### src/rtl/mips_multicycle_ctrl.sv
// Moore-style control FSM for the multicycle MIPS datapath.
// Sequences fetch/decode/execute/memory/writeback and drives every datapath
// select and write enable. Memory accesses stall on the mem_ready handshake.
module mips_multicycle_ctrl #(
  parameter bit ILLEGAL_TRAP = 1'b1
) (
  input  logic       clk,
  input  logic       reset,
  input  logic [5:0] opcode,
  input  logic [5:0] funct,
  input  logic       zero,
  input  logic       mem_ready,
  output logic       ext_sign,
  output logic       pc_en,
  output logic [1:0] pc_src,
  output logic       iord,
  output logic       mem_read,
  output logic       mem_write,
  output logic       ir_write,
  output logic       reg_write,
  output logic       reg_dst,
  output logic       mem_to_reg,
  output logic       alu_src_a,
  output logic [1:0] alu_src_b,
  output logic [2:0] alu_ctrl,
  output logic       instr_done,
  output logic       illegal
);

  localparam logic [5:0] OP_R    = 6'b000000;
  localparam logic [5:0] OP_LW   = 6'b100011;
  localparam logic [5:0] OP_SW   = 6'b101011;
  localparam logic [5:0] OP_BEQ  = 6'b000100;
  localparam logic [5:0] OP_BNE  = 6'b000101;
  localparam logic [5:0] OP_ADDI = 6'b001000;
  localparam logic [5:0] OP_ANDI = 6'b001100;
  localparam logic [5:0] OP_ORI  = 6'b001101;
  localparam logic [5:0] OP_SLTI = 6'b001010;
  localparam logic [5:0] OP_J    = 6'b000010;

  localparam logic [2:0] ALU_ADD = 3'b010;
  localparam logic [2:0] ALU_SUB = 3'b110;
  localparam logic [2:0] ALU_AND = 3'b000;
  localparam logic [2:0] ALU_OR  = 3'b001;
  localparam logic [2:0] ALU_SLT = 3'b111;

  typedef enum logic [3:0] {
    S_FETCH    = 4'd0,
    S_DECODE   = 4'd1,
    S_MEMADR   = 4'd2,
    S_MEMREAD  = 4'd3,
    S_MEMWB    = 4'd4,
    S_MEMWRITE = 4'd5,
    S_EXECUTE  = 4'd6,
    S_ALUWB    = 4'd7,
    S_IEXEC    = 4'd8,
    S_IWB      = 4'd9,
    S_BRANCH   = 4'd10,
    S_JUMP     = 4'd11,
    S_ILLEGAL  = 4'd12
  } state_t;

  state_t state_q, state_d;

  // Map an R-type funct to {defined, alu_ctrl}; undefined functs keep add.
  function automatic logic [3:0] r_alu(input logic [5:0] fn);
    case (fn)
      6'b100000: r_alu = {1'b1, ALU_ADD};
      6'b100010: r_alu = {1'b1, ALU_SUB};
      6'b100100: r_alu = {1'b1, ALU_AND};
      6'b100101: r_alu = {1'b1, ALU_OR};
      6'b101010: r_alu = {1'b1, ALU_SLT};
      default:   r_alu = {1'b0, ALU_ADD};
    endcase
  endfunction

  logic       r_ok;
  logic [2:0] r_ctrl;
  logic [2:0] imm_ctrl;
  logic       is_logic_imm;
  logic       dec_ok;
  state_t     bad_target;

  assign {r_ok, r_ctrl} = r_alu(funct);
  assign is_logic_imm   = (opcode == OP_ANDI) || (opcode == OP_ORI);
  // An undefined instruction either traps or is retired from DECODE as a NOP.
  assign bad_target     = ILLEGAL_TRAP ? S_ILLEGAL : S_FETCH;

  // Classify the opcode/funct pair and pick the immediate ALU operation.
  always_comb begin
    dec_ok   = 1'b0;
    imm_ctrl = ALU_ADD;
    case (opcode)
      OP_R:                        dec_ok = r_ok;
      OP_LW, OP_SW, OP_BEQ,
      OP_BNE, OP_ADDI, OP_J:       dec_ok = 1'b1;
      OP_ANDI: begin dec_ok = 1'b1; imm_ctrl = ALU_AND; end
      OP_ORI:  begin dec_ok = 1'b1; imm_ctrl = ALU_OR;  end
      OP_SLTI: begin dec_ok = 1'b1; imm_ctrl = ALU_SLT; end
      default:                     dec_ok = 1'b0;
    endcase
  end

  // Next-state selection; unused encodings fall back to FETCH.
  always_comb begin
    state_d = S_FETCH;
    case (state_q)
      S_FETCH:  state_d = mem_ready ? S_DECODE : S_FETCH;
      S_DECODE: begin
        case (opcode)
          OP_LW, OP_SW:                        state_d = S_MEMADR;
          OP_R:                                state_d = r_ok ? S_EXECUTE : bad_target;
          OP_BEQ, OP_BNE:                      state_d = S_BRANCH;
          OP_ADDI, OP_ANDI, OP_ORI, OP_SLTI:   state_d = S_IEXEC;
          OP_J:                                state_d = S_JUMP;
          default:                             state_d = bad_target;
        endcase
      end
      S_MEMADR:   state_d = (opcode == OP_SW) ? S_MEMWRITE : S_MEMREAD;
      S_MEMREAD:  state_d = mem_ready ? S_MEMWB : S_MEMREAD;
      S_MEMWRITE: state_d = mem_ready ? S_FETCH : S_MEMWRITE;
      S_EXECUTE:  state_d = S_ALUWB;
      S_IEXEC:    state_d = S_IWB;
      default:    state_d = S_FETCH;
    endcase
  end

  // State register with synchronous reset to FETCH.
  always_ff @(posedge clk) begin
    if (reset) state_q <= S_FETCH;
    else       state_q <= state_d;
  end

  // Moore outputs from the current state; reset forces every output to its default.
  always_comb begin
    ext_sign   = 1'b1;
    pc_en      = 1'b0;
    pc_src     = 2'b00;
    iord       = 1'b0;
    mem_read   = 1'b0;
    mem_write  = 1'b0;
    ir_write   = 1'b0;
    reg_write  = 1'b0;
    reg_dst    = 1'b0;
    mem_to_reg = 1'b0;
    alu_src_a  = 1'b0;
    alu_src_b  = 2'b00;
    alu_ctrl   = ALU_ADD;
    instr_done = 1'b0;
    illegal    = 1'b0;
    if (!reset) begin
      // Only andi/ori zero-extend, and only once the IR holds the new instruction.
      if (state_q != S_FETCH && state_q != S_DECODE) ext_sign = ~is_logic_imm;
      case (state_q)
        S_FETCH: begin
          mem_read  = 1'b1;
          alu_src_b = 2'b01;
          pc_en     = mem_ready;
          ir_write  = mem_ready;
        end
        S_DECODE: begin
          alu_src_b  = 2'b11;
          instr_done = ~dec_ok & ~ILLEGAL_TRAP;
        end
        S_MEMADR: begin
          alu_src_a = 1'b1;
          alu_src_b = 2'b10;
        end
        S_MEMREAD: begin
          iord     = 1'b1;
          mem_read = 1'b1;
        end
        S_MEMWB: begin
          reg_write  = 1'b1;
          mem_to_reg = 1'b1;
          instr_done = 1'b1;
        end
        S_MEMWRITE: begin
          iord       = 1'b1;
          mem_write  = 1'b1;
          instr_done = mem_ready;
        end
        S_EXECUTE: begin
          alu_src_a = 1'b1;
          alu_ctrl  = r_ctrl;
        end
        S_ALUWB: begin
          reg_write  = 1'b1;
          reg_dst    = 1'b1;
          instr_done = 1'b1;
        end
        S_IEXEC: begin
          alu_src_a = 1'b1;
          alu_src_b = 2'b10;
          alu_ctrl  = imm_ctrl;
        end
        S_IWB: begin
          reg_write  = 1'b1;
          instr_done = 1'b1;
        end
        S_BRANCH: begin
          alu_src_a  = 1'b1;
          alu_ctrl   = ALU_SUB;
          pc_src     = 2'b01;
          pc_en      = (opcode == OP_BNE) ? ~zero : zero;
          instr_done = 1'b1;
        end
        S_JUMP: begin
          pc_src     = 2'b10;
          pc_en      = 1'b1;
          instr_done = 1'b1;
        end
        S_ILLEGAL: illegal = 1'b1;
        default: ;
      endcase
    end
  end

endmodule

### config.mk
export PLATFORM = sky130hd
export DESIGN_NAME = mips_multicycle_ctrl
export DESIGN_NICKNAME = d
export VERILOG_FILES = /design/src/rtl/mips_multicycle_ctrl.sv
export SDC_FILE = /design/constraint.sdc
export NUM_CORES = 1
export LEC_CHECK = 0
export ABC_CLOCK_PERIOD_IN_PS = 1930
export CORE_MARGIN = 4
export CORE_UTILIZATION = 41
export DETAILED_ROUTE_END_ITERATION = 16
export PLACE_DENSITY = 0.91
export SETUP_SLACK_MARGIN = 0.5
export SLEW_MARGIN = 0
export SYNTH_ARGS = -nofsm -noshare
export SYNTH_HDL_FRONTEND = slang
export SYNTH_SLANG_ARGS = --single-unit
### constraint.sdc
create_clock -name clk -period 1.93 [get_ports clk]
set_input_delay 0.386 -clock clk [delete_from_list [all_inputs] [get_ports clk]]
set_output_delay 0.386 -clock clk [all_outputs]
set_load 0.02 [all_outputs]
==> results of run 1 <==
stage by stage:
step | setup WS [ns] | hold WS [ns] | instance area [um2]
global placement | -0.737 | 0.736 | 1690
detailed placement | -0.842 | 0.826 | 1690
floorplan | 0.311 | 0.570 | 1070
kinds of logic after synthesis:
kind of cell,count (synthesis)
xor+xnor,3
simple gates,67
mux,1
compound gates,32
flops,4
buf+inv,14
==> impl_metrics.tcl, run 1 <==
set metrics [dict create \
    ys_warn_count 0 \
    root_buffer "clkbuf_4" \
    post-dp-hpwl_mm 4.22 \
    synth_area_leaders "dfxtp_1 (11%), nor2_1 (10%), nor4_1 (5.0%)" \
    place.port_buffers 34 \
    place_congestion 0.948 \
    synth_top_family_by_area "simple AND/OR/NAND/NOR gates" \
    synth_xor_area_share_pct 3.47 \
    ys_ff_latch 4 \
    htree_num_levels 1 \
    yosysMostFrequentCell "nor2_1" \
    ys_top_cells_by_count "nor2_1 (21), a21oi_1 (7), nand2_1 (7), nor3_1 (7), nor4_1 (6)" \
    clockBufferDepth 2 \
    syn_avg_cell_area_um2 6.27 \
    flow.stopped_at "4_1_cts" \
    yosys.area_share.adder_pct 0 \
    ys_async_sr_fraction_pct 0 \
    dp_cells 217 \
    cts_resized 242 \
    die_y_um 51.0 \
    hold_buffers 0 \
    synth_nets 137 \
    pin_count 35 \
    clock_sinks 4 \
    cts-buffers-inserted 3 \
    fp.dieW_um 51.0 \
    muxShareOfSynthArea_pct 1.32 \
    synthesis.area_um2 758 \
    synth.largest_area_cell "dfxtp_1" \
    synth_ff_type "dfxtp_1" \
    run_status "did not finish" \
    synth_top_area_share_pct 10.6 \
    synth-compound-area-share_pct 29.7 \
    postSynthCellCount 121 \
    error_line "[ERROR DPL-0038] Utilization greater than 100%, impossible to legalize" \
    synth_edf_count 0 \
    start_util_pct 43.4 \
    synth_seq_area_share_pct 10.6 \
    fp-row-count 15 \
    yosys.area_share.simple_pct 47.4 \
    ys_types 40 \
    postCtsSetupBuffers 16 \
]
==> inputs of run 2 (changes only) <==
--- a/config.mk
+++ b/config.mk
@@ -6,11 +6,10 @@
 export NUM_CORES = 1
 export LEC_CHECK = 0
 export ABC_CLOCK_PERIOD_IN_PS = 1930
-export CORE_MARGIN = 4
-export CORE_UTILIZATION = 41
+export CORE_AREA = 4 4 65 67
 export DETAILED_ROUTE_END_ITERATION = 16
-export PLACE_DENSITY = 0.91
-export SETUP_SLACK_MARGIN = 0.5
+export DIE_AREA = 0 0 69 71
+export PLACE_DENSITY_LB_ADDON = 0.15
 export SLEW_MARGIN = 0
 export SYNTH_ARGS = -nofsm -noshare
 export SYNTH_HDL_FRONTEND = slang
==> run 2 against run 1 <==
- the flow now finishes without violations
- synthesized area stayed put
- synthesized cell count is the same
==> impl_metrics.tcl, run 2 <==
set metrics [dict create \
    htree_num_levels 1 \
    drtIter0Drc 53 \
    r2r_start "state_q[2]" \
    track_usage_pct 14.5 \
    max_freq_mhz 527 \
    synth_edf_count 0 \
    endpoint_kind "primary output" \
    cts_tree "built" \
    core_um2 3630 \
    ys_async_sr_fraction_pct 0 \
    hold_viol 0 \
    ys_warn_count 0 \
    utilization_pct 46.4 \
    crit_type "reg -> out" \
    gr-total-overflow 0 \
    fp.dieW_um 69 \
    synth_seq_area_share_pct 10.6 \
    power.total_w 0.000708 \
    period_share_pct 98.3 \
    seq_power_share_pct 15.3 \
    rr_endpoint "state_q[1]" \
    worstPathRequired_ns 1.54 \
    syn_avg_cell_area_um2 6.27 \
    drt_wl_total_mm 3.38 \
    via_per_inst 4.80 \
    place.port_buffers 34 \
    via_count 1218 \
    net-switching-power_w 0.000262 \
    drive_above_1_share_pct 51.5 \
    wire_per_inst_um 13.3 \
    ir_worst_vdd_uv 422 \
    rsz0062_at_grt "true" \
    layoutNonFillerInstCount 254 \
    grt_pass1_wl_mm 5.98 \
    placed_area_um2 1550 \
    insertion_delay_ns 0.22 \
    hold_class "in -> reg" \
    post-dp-hpwl_mm 2.72 \
    synth_ff_type "dfxtp_1" \
    combPwrFrac_pct 60.4 \
    crit_arrival_ns 1.51 \
    r2r_cells 6 \
    start_util_pct 20.9 \
    cp_max_fo 4 \
    min-delay-start "opcode[4]" \
    largest-register "state_q" \
    clock_sinks 4 \
    synth_top_area_share_pct 10.6 \
    n_antenna_cell 0 \
    final_cell_mix "buf_4 (57), nor2_1 (18), dlygate4sd2_1 (8)" \
    finalCriticalPeriod_ns 1.90 \
    drtAntennaViolNets 0 \
    ys_ff_latch 4 \
    p_leak_nw 0.730 \
    grt_start_max_net_pins 13 \
    antenna_found_initial 0 \
    synth_nets 137 \
    synthesis.area_um2 758 \
    worst_pin_slew_ns 0.408 \
    die_y_um 71 \
    dr.pass1.iters 4 \
    largest_reg_flops 4 \
    slew_viol_final 0 \
    ys_top_cells_by_count "nor2_1 (21), a21oi_1 (7), nand2_1 (7), nor3_1 (7), nor4_1 (6)" \
    dp_cells 247 \
    fp-row-count 22 \
    r2r_setup_slack_ns 0.34 \
    clockBufferDepth 2 \
    swShare_pct 37.0 \
    root_buffer "clkbuf_8" \
    slew_headroom_pct 72.1 \
    hold_buffers 0 \
    pin_count 35 \
    reg.largest.list "state_q (4)" \
    cts-buffers-inserted 3 \
    timing.hold.ws_ns 0.625 \
    setup_viol 0 \
    p_int_w 0.000446 \
    hold_path_depth 5 \
    layout_commonest_cell "buf_4" \
    fin_area_um2 1690 \
    synth.largest_area_cell "dfxtp_1" \
    dieArea_um2 4900 \
    postSynthCellCount 121 \
    crit_path_start_kind "register" \
    drv_cap 0 \
    place_congestion 0.852 \
    skew_ns 0.00536 \
    area_delta_synth_final_pct 122 \
    drc 0 \
    yosysMostFrequentCell "nor2_1" \
    min_delay_worst_endpoint "state_q[1]" \
    run_status "finished clean" \
    grt_pass1_vias 1294 \
    nets 224 \
    ys_types 40 \
    p_clk_share_pct 24.3 \
    powerDensity_nw_per_um2 420 \
    cts.clk_slew.worst_paths_ns 0.03 \
    synth_area_leaders "dfxtp_1 (11%), nor2_1 (10%), nor4_1 (5.0%)" \
]
run 2: cell counts after synthesis:
No cell type changed its count.
run 2: what timing repair did:
action | CTS | global route
gates resized for setup | 110 | 29
setup endpoints to repair | 21 | 19
buffers inserted | 3 | 1
pin swaps | 12 | 8
run 2: worst max-delay path by stage:
stage	slack, ns	to	start	depth (start not counted)
2_1_floorplan	-0.07	instr_done	state_q[1]	5
3_3_place_gp	-0.77	alu_ctrl[2]	opcode[2]	7
3_5_place_dp	-0.80	alu_ctrl[1]	opcode[2]	6
4_1_cts	-0.08	alu_ctrl[1]	funct[3]	7
5_1_grt	-0.04	alu_ctrl[1]	state_q[3]	7
6_report	0.03	alu_ctrl[1]	state_q[3]	7
run 2: cells by family (layout without fill, tap and decap cells):
logic type                after synthesis  count (layout)  share of synthesized area (%)
muxes                                   1               1                           1.32
buffers and inverters                  14              99                           7.59
AOI/OAI and AO/OA                      32              32                           29.7
and+or+nand+nor                        67              67                           47.4
DFF                                     4               4                           10.6
xor gates and xnor gates                3               3                           3.47
run 2: per-stage QoR:
step / setup slack (ns) / setup TNS (ns)
4_1_cts: -0.0838 / -0.0905
5_1_grt: -0.0398 / -0.120
3_5_place_dp: -0.802 / -10.70
2_1_floorplan: -0.0749 / -0.0749
6_report: 0.0322 / 0
3_3_place_gp: -0.768 / -10.29
run 2: power by group through the flow:
| stage | clock (W) | sequential [W] | combinational, W |
|---|---|---|---|
| 2_1_floorplan | 0 | 0.0000981 | 0.000173 |
| 3_3_place_gp | 0 | 0.000104 | 0.000400 |
| 3_5_place_dp | 0 | 0.000104 | 0.000403 |
| 4_1_cts | 0.000181 | 0.000107 | 0.000406 |
| 5_1_grt | 0.000192 | 0.000110 | 0.000468 |
| 6_report | 0.000172 | 0.000108 | 0.000428 |
run 2: routing by layer:
metal / GRT usage, % / wire length, um / vias up
met5: 0 / 0 / -
met4: 4.77 / 50 / 0
met3: 3.55 / 128 / 6
met2: 23.9 / 1620 / 25
met1: 18.6 / 1580 / 563
li1: - / - / 624
run 2: critical path: stages, from the launching register on:
cell and delay [ns]:
dfxtp_4 0.36, buf_6 0.13, nor2b_4 0.14, nand3_2 0.08, nor2_1 0.09, a21oi_1 0.04, or3_1 0.33, buf_6 0.15
run 2: layout make-up:
cell class / instances / area, um2
clock buffers: 3 / 41.3
flip-flops and latches: 4 / 87.6
repair buffers: 91 / 729
multi-input cells: 103 / 748
well taps: 48 / 60.1
fillers: 394 / 1950
inverters: 5 / 18.8
Power figures use the tool's default switching activity.
==> inputs of run 3 (changes only) <==
--- a/config.mk
+++ b/config.mk
@@ -5,6 +5,7 @@
 export SDC_FILE = /design/constraint.sdc
 export NUM_CORES = 1
 export LEC_CHECK = 0
+export ABC_AREA = 1
 export ABC_CLOCK_PERIOD_IN_PS = 1930
 export CORE_AREA = 4 4 65 67
 export DETAILED_ROUTE_END_ITERATION = 16
==> run 3 against run 2 <==
- setup slack better by 0.048 ns
- critical endpoint is now pc_en
- clock-buffer cell count unchanged
- non-clock buffer count down 1
- clock power about the same
- largest cell class is now non-clock buffers
- combinational power down 1%
- sequential share of layout area up 0.42 points
- first-iteration DRC count down 1.9%
- synthesized area up 2.1%
==> impl_metrics.tcl, run 3 <==
set metrics [dict create \
    slew_headroom_pct 80.3 \
    worst_slack_ns 0.0803 \
    nFillCells 406 \
    ir_worst_vdd_uv 179 \
    crit_path_start_kind "input pin" \
    fp.dieW_um 69 \
    htree_num_levels 1 \
    dpl_worst_slack_ns -0.718 \
    clock_sinks 4 \
    antenna_found_initial 0 \
    ys_ff_latch 4 \
    crit_type "in -> out" \
    n_antenna_cell 0 \
    cts-buffers-inserted 3 \
    fin_area_um2 1600 \
    cp_max_fo 2 \
    start_util_pct 21.3 \
    core_um2 3630 \
    slowest_delay_ns 0.48 \
    min-delay-start "state_q[1]" \
    postSynthCellCount 149 \
    r2r_start "state_q[1]" \
    path_delay_family "buffers and inverters" \
    place.port_buffers 34 \
    pin_count 35 \
    powerDensity_nw_per_um2 438 \
    crit_arrival_ns 1.46 \
    ys_types 25 \
    hold_viol 0 \
    dr.pass1.iters 4 \
    endpoint_kind "primary output" \
    min_delay_worst_endpoint "state_q[2]" \
    setup_viol 0 \
    grt_start_max_net_pins 9 \
    track_usage_pct 12.1 \
    seq_area_um2 90.1 \
    drc 0 \
    multi_input_area_um2 614 \
    run_status "finished clean" \
    synth_nets 165 \
    hold_buffers 0 \
    drtIter0Drc 52 \
    period_share_pct 95.8 \
    r2r_cells 9 \
    finalCriticalPeriod_ns 1.85 \
    area_delta_synth_final_pct 107 \
    drv_cap 0 \
    post-dp-hpwl_mm 2.44 \
    placed_area_um2 1500 \
    drive_above_1_share_pct 45.4 \
    die_y_um 71 \
    via_per_inst 4.33 \
    insertion_delay_ns 0.21 \
    drt_wl_total_mm 2.97 \
    skew_ns 0.000228 \
    synth_top_area_share_pct 14.5 \
    ys_top_cells_by_count "inv_1 (30), nand2_1 (26), nor2_1 (26)" \
    nets 258 \
    grt_pass1_wl_mm 5.13 \
    final_cell_mix "buf_4 (58), inv_1 (27), nand2_1 (24)" \
    synth_seq_area_share_pct 10.3 \
    gr-total-overflow 0 \
    worstPathRequired_ns 1.54 \
    drtAntennaViolNets 0 \
    slowest_stage "clkdlybuf4s50_1" \
    p_leak_nw 0.908 \
    ys_async_sr_fraction_pct 0 \
    root_buffer "clkbuf_8" \
    synthesis.area_um2 774 \
    r2r_setup_slack_ns 0.52 \
    ys_warn_count 0 \
    yosysMostFrequentCell "inv_1" \
    cts_tree "built" \
    clockBufferDepth 2 \
    layout_commonest_cell "buf_4" \
    dieArea_um2 4900 \
    fp-row-count 22 \
    worst_pin_slew_ns 0.295 \
    slew_viol_final 0 \
    syn_avg_cell_area_um2 5.20 \
    max_freq_mhz 541 \
    grt_pass1_vias 1237 \
    reg.largest.list "state_q (4)" \
    crit_path_cell_trace "clkdlybuf4s50_1 > o21bai_1 > nand3_1 > a31oi_1 > buf_4" \
    largest-register "state_q" \
    place_congestion 0.870 \
    synth_edf_count 0 \
    hold_class "reg -> reg" \
    rsz0062_at_grt "true" \
    largest_reg_flops 4 \
    path_buf_inv 2 \
    wire_per_inst_um 10.3 \
    synth_area_leaders "inv_1 (15%), nand2_1 (13%), nor2_1 (13%)" \
    synth.largest_area_cell "inv_1" \
    via_count 1246 \
    rr_endpoint "state_q[0]" \
    cts.clk_slew.worst_paths_ns 0.03 \
    synth_ff_type "dfxtp_1" \
    hold_path_depth 4 \
]
[run 3: changes by cell type after synthesis, sizes merged, moves of 4 or more]
cell    previous run  this run
buf                4         0
inv                5        32
nand2              7        29
nand2b             5         0
nand3              3        17
nand4              1         5
nor2              21        32
nor2b              4         0
nor4               6         2
[run 3: through the flow]
stage          utilization (%)  power, W  setup TNS [ns]  hold WS (ns)  instances
5_1_grt                   44.1  0.000759         -0.0129         0.784        288
3_3_place_gp              41.2  0.000522           -7.35         0.757        274
3_5_place_dp              41.2  0.000522           -7.76         0.756        274
4_1_cts                   43.6  0.000695         -0.0690         0.755        286
2_1_floorplan                -  0.000287               0         0.631        149
6_report                  44.1  0.000702               0         0.715        288
[run 3: kinds of logic after synthesis]
group | Yosys count | share of synthesized area (%)
flip-flops | 4 | 10.3
AO/OA/AOI/OAI | 18 | 14.5
AND/OR/NAND/NOR | 93 | 57.3
buffers and inverters | 34 | 17.8
[run 3: power breakdown]
group	switching (W)	internal, W
clock network	0.0000409	0.000133
logic	0.000214	0.000208
registers	0.0000119	0.0000943
[run 3: tightest hold or removal path, cell delays in order (launching register included)]
cell and delay, ns:
dfxtp_4 0.35, nand2_4 0.10, nor3_1 0.06, nor2_1 0.08, a21oi_1 0.08
[run 3: routing by layer]
| layer | track usage, % | wire length [um] |
|---|---|---|
| met5 | 0 | 0 |
| met3 | 2.13 | 149 |
| met2 | 22.2 | 1480 |
| met4 | 4.12 | 46 |
| met1 | 14.0 | 1290 |
[run 3: how the worst max path moves through the flow]
| stage | startpoint | end | slack [ns] | depth (start not counted) |
|---|---|---|---|---|
| 6_report | zero | pc_en | 0.08 | 5 |
| 5_1_grt | state_q[1] | alu_src_b[1] | -0.007 | 9 |
| 4_1_cts | opcode[1] | pc_en | -0.07 | 7 |
| 3_5_place_dp | opcode[5] | pc_en | -0.72 | 7 |
| 3_3_place_gp | opcode[5] | pc_en | -0.69 | 7 |
| 2_1_floorplan | opcode[5] | pc_en | 0.27 | 5 |
[run 3: cell type report]
class                   count  share of cell area, %
inverters                  32                   7.49
repair buffers             90                   42.3
clock buffers               3                   2.57
multi-input cells         111                   38.3
well taps                  48                   3.74
flip-flops and latches      4                   5.62
[run 3: timing repair]
item	CTS	global route
setup buffers	9	2
gates resized for setup	100	21
endpoints found under the setup margin	19	9
pin swaps	8	7
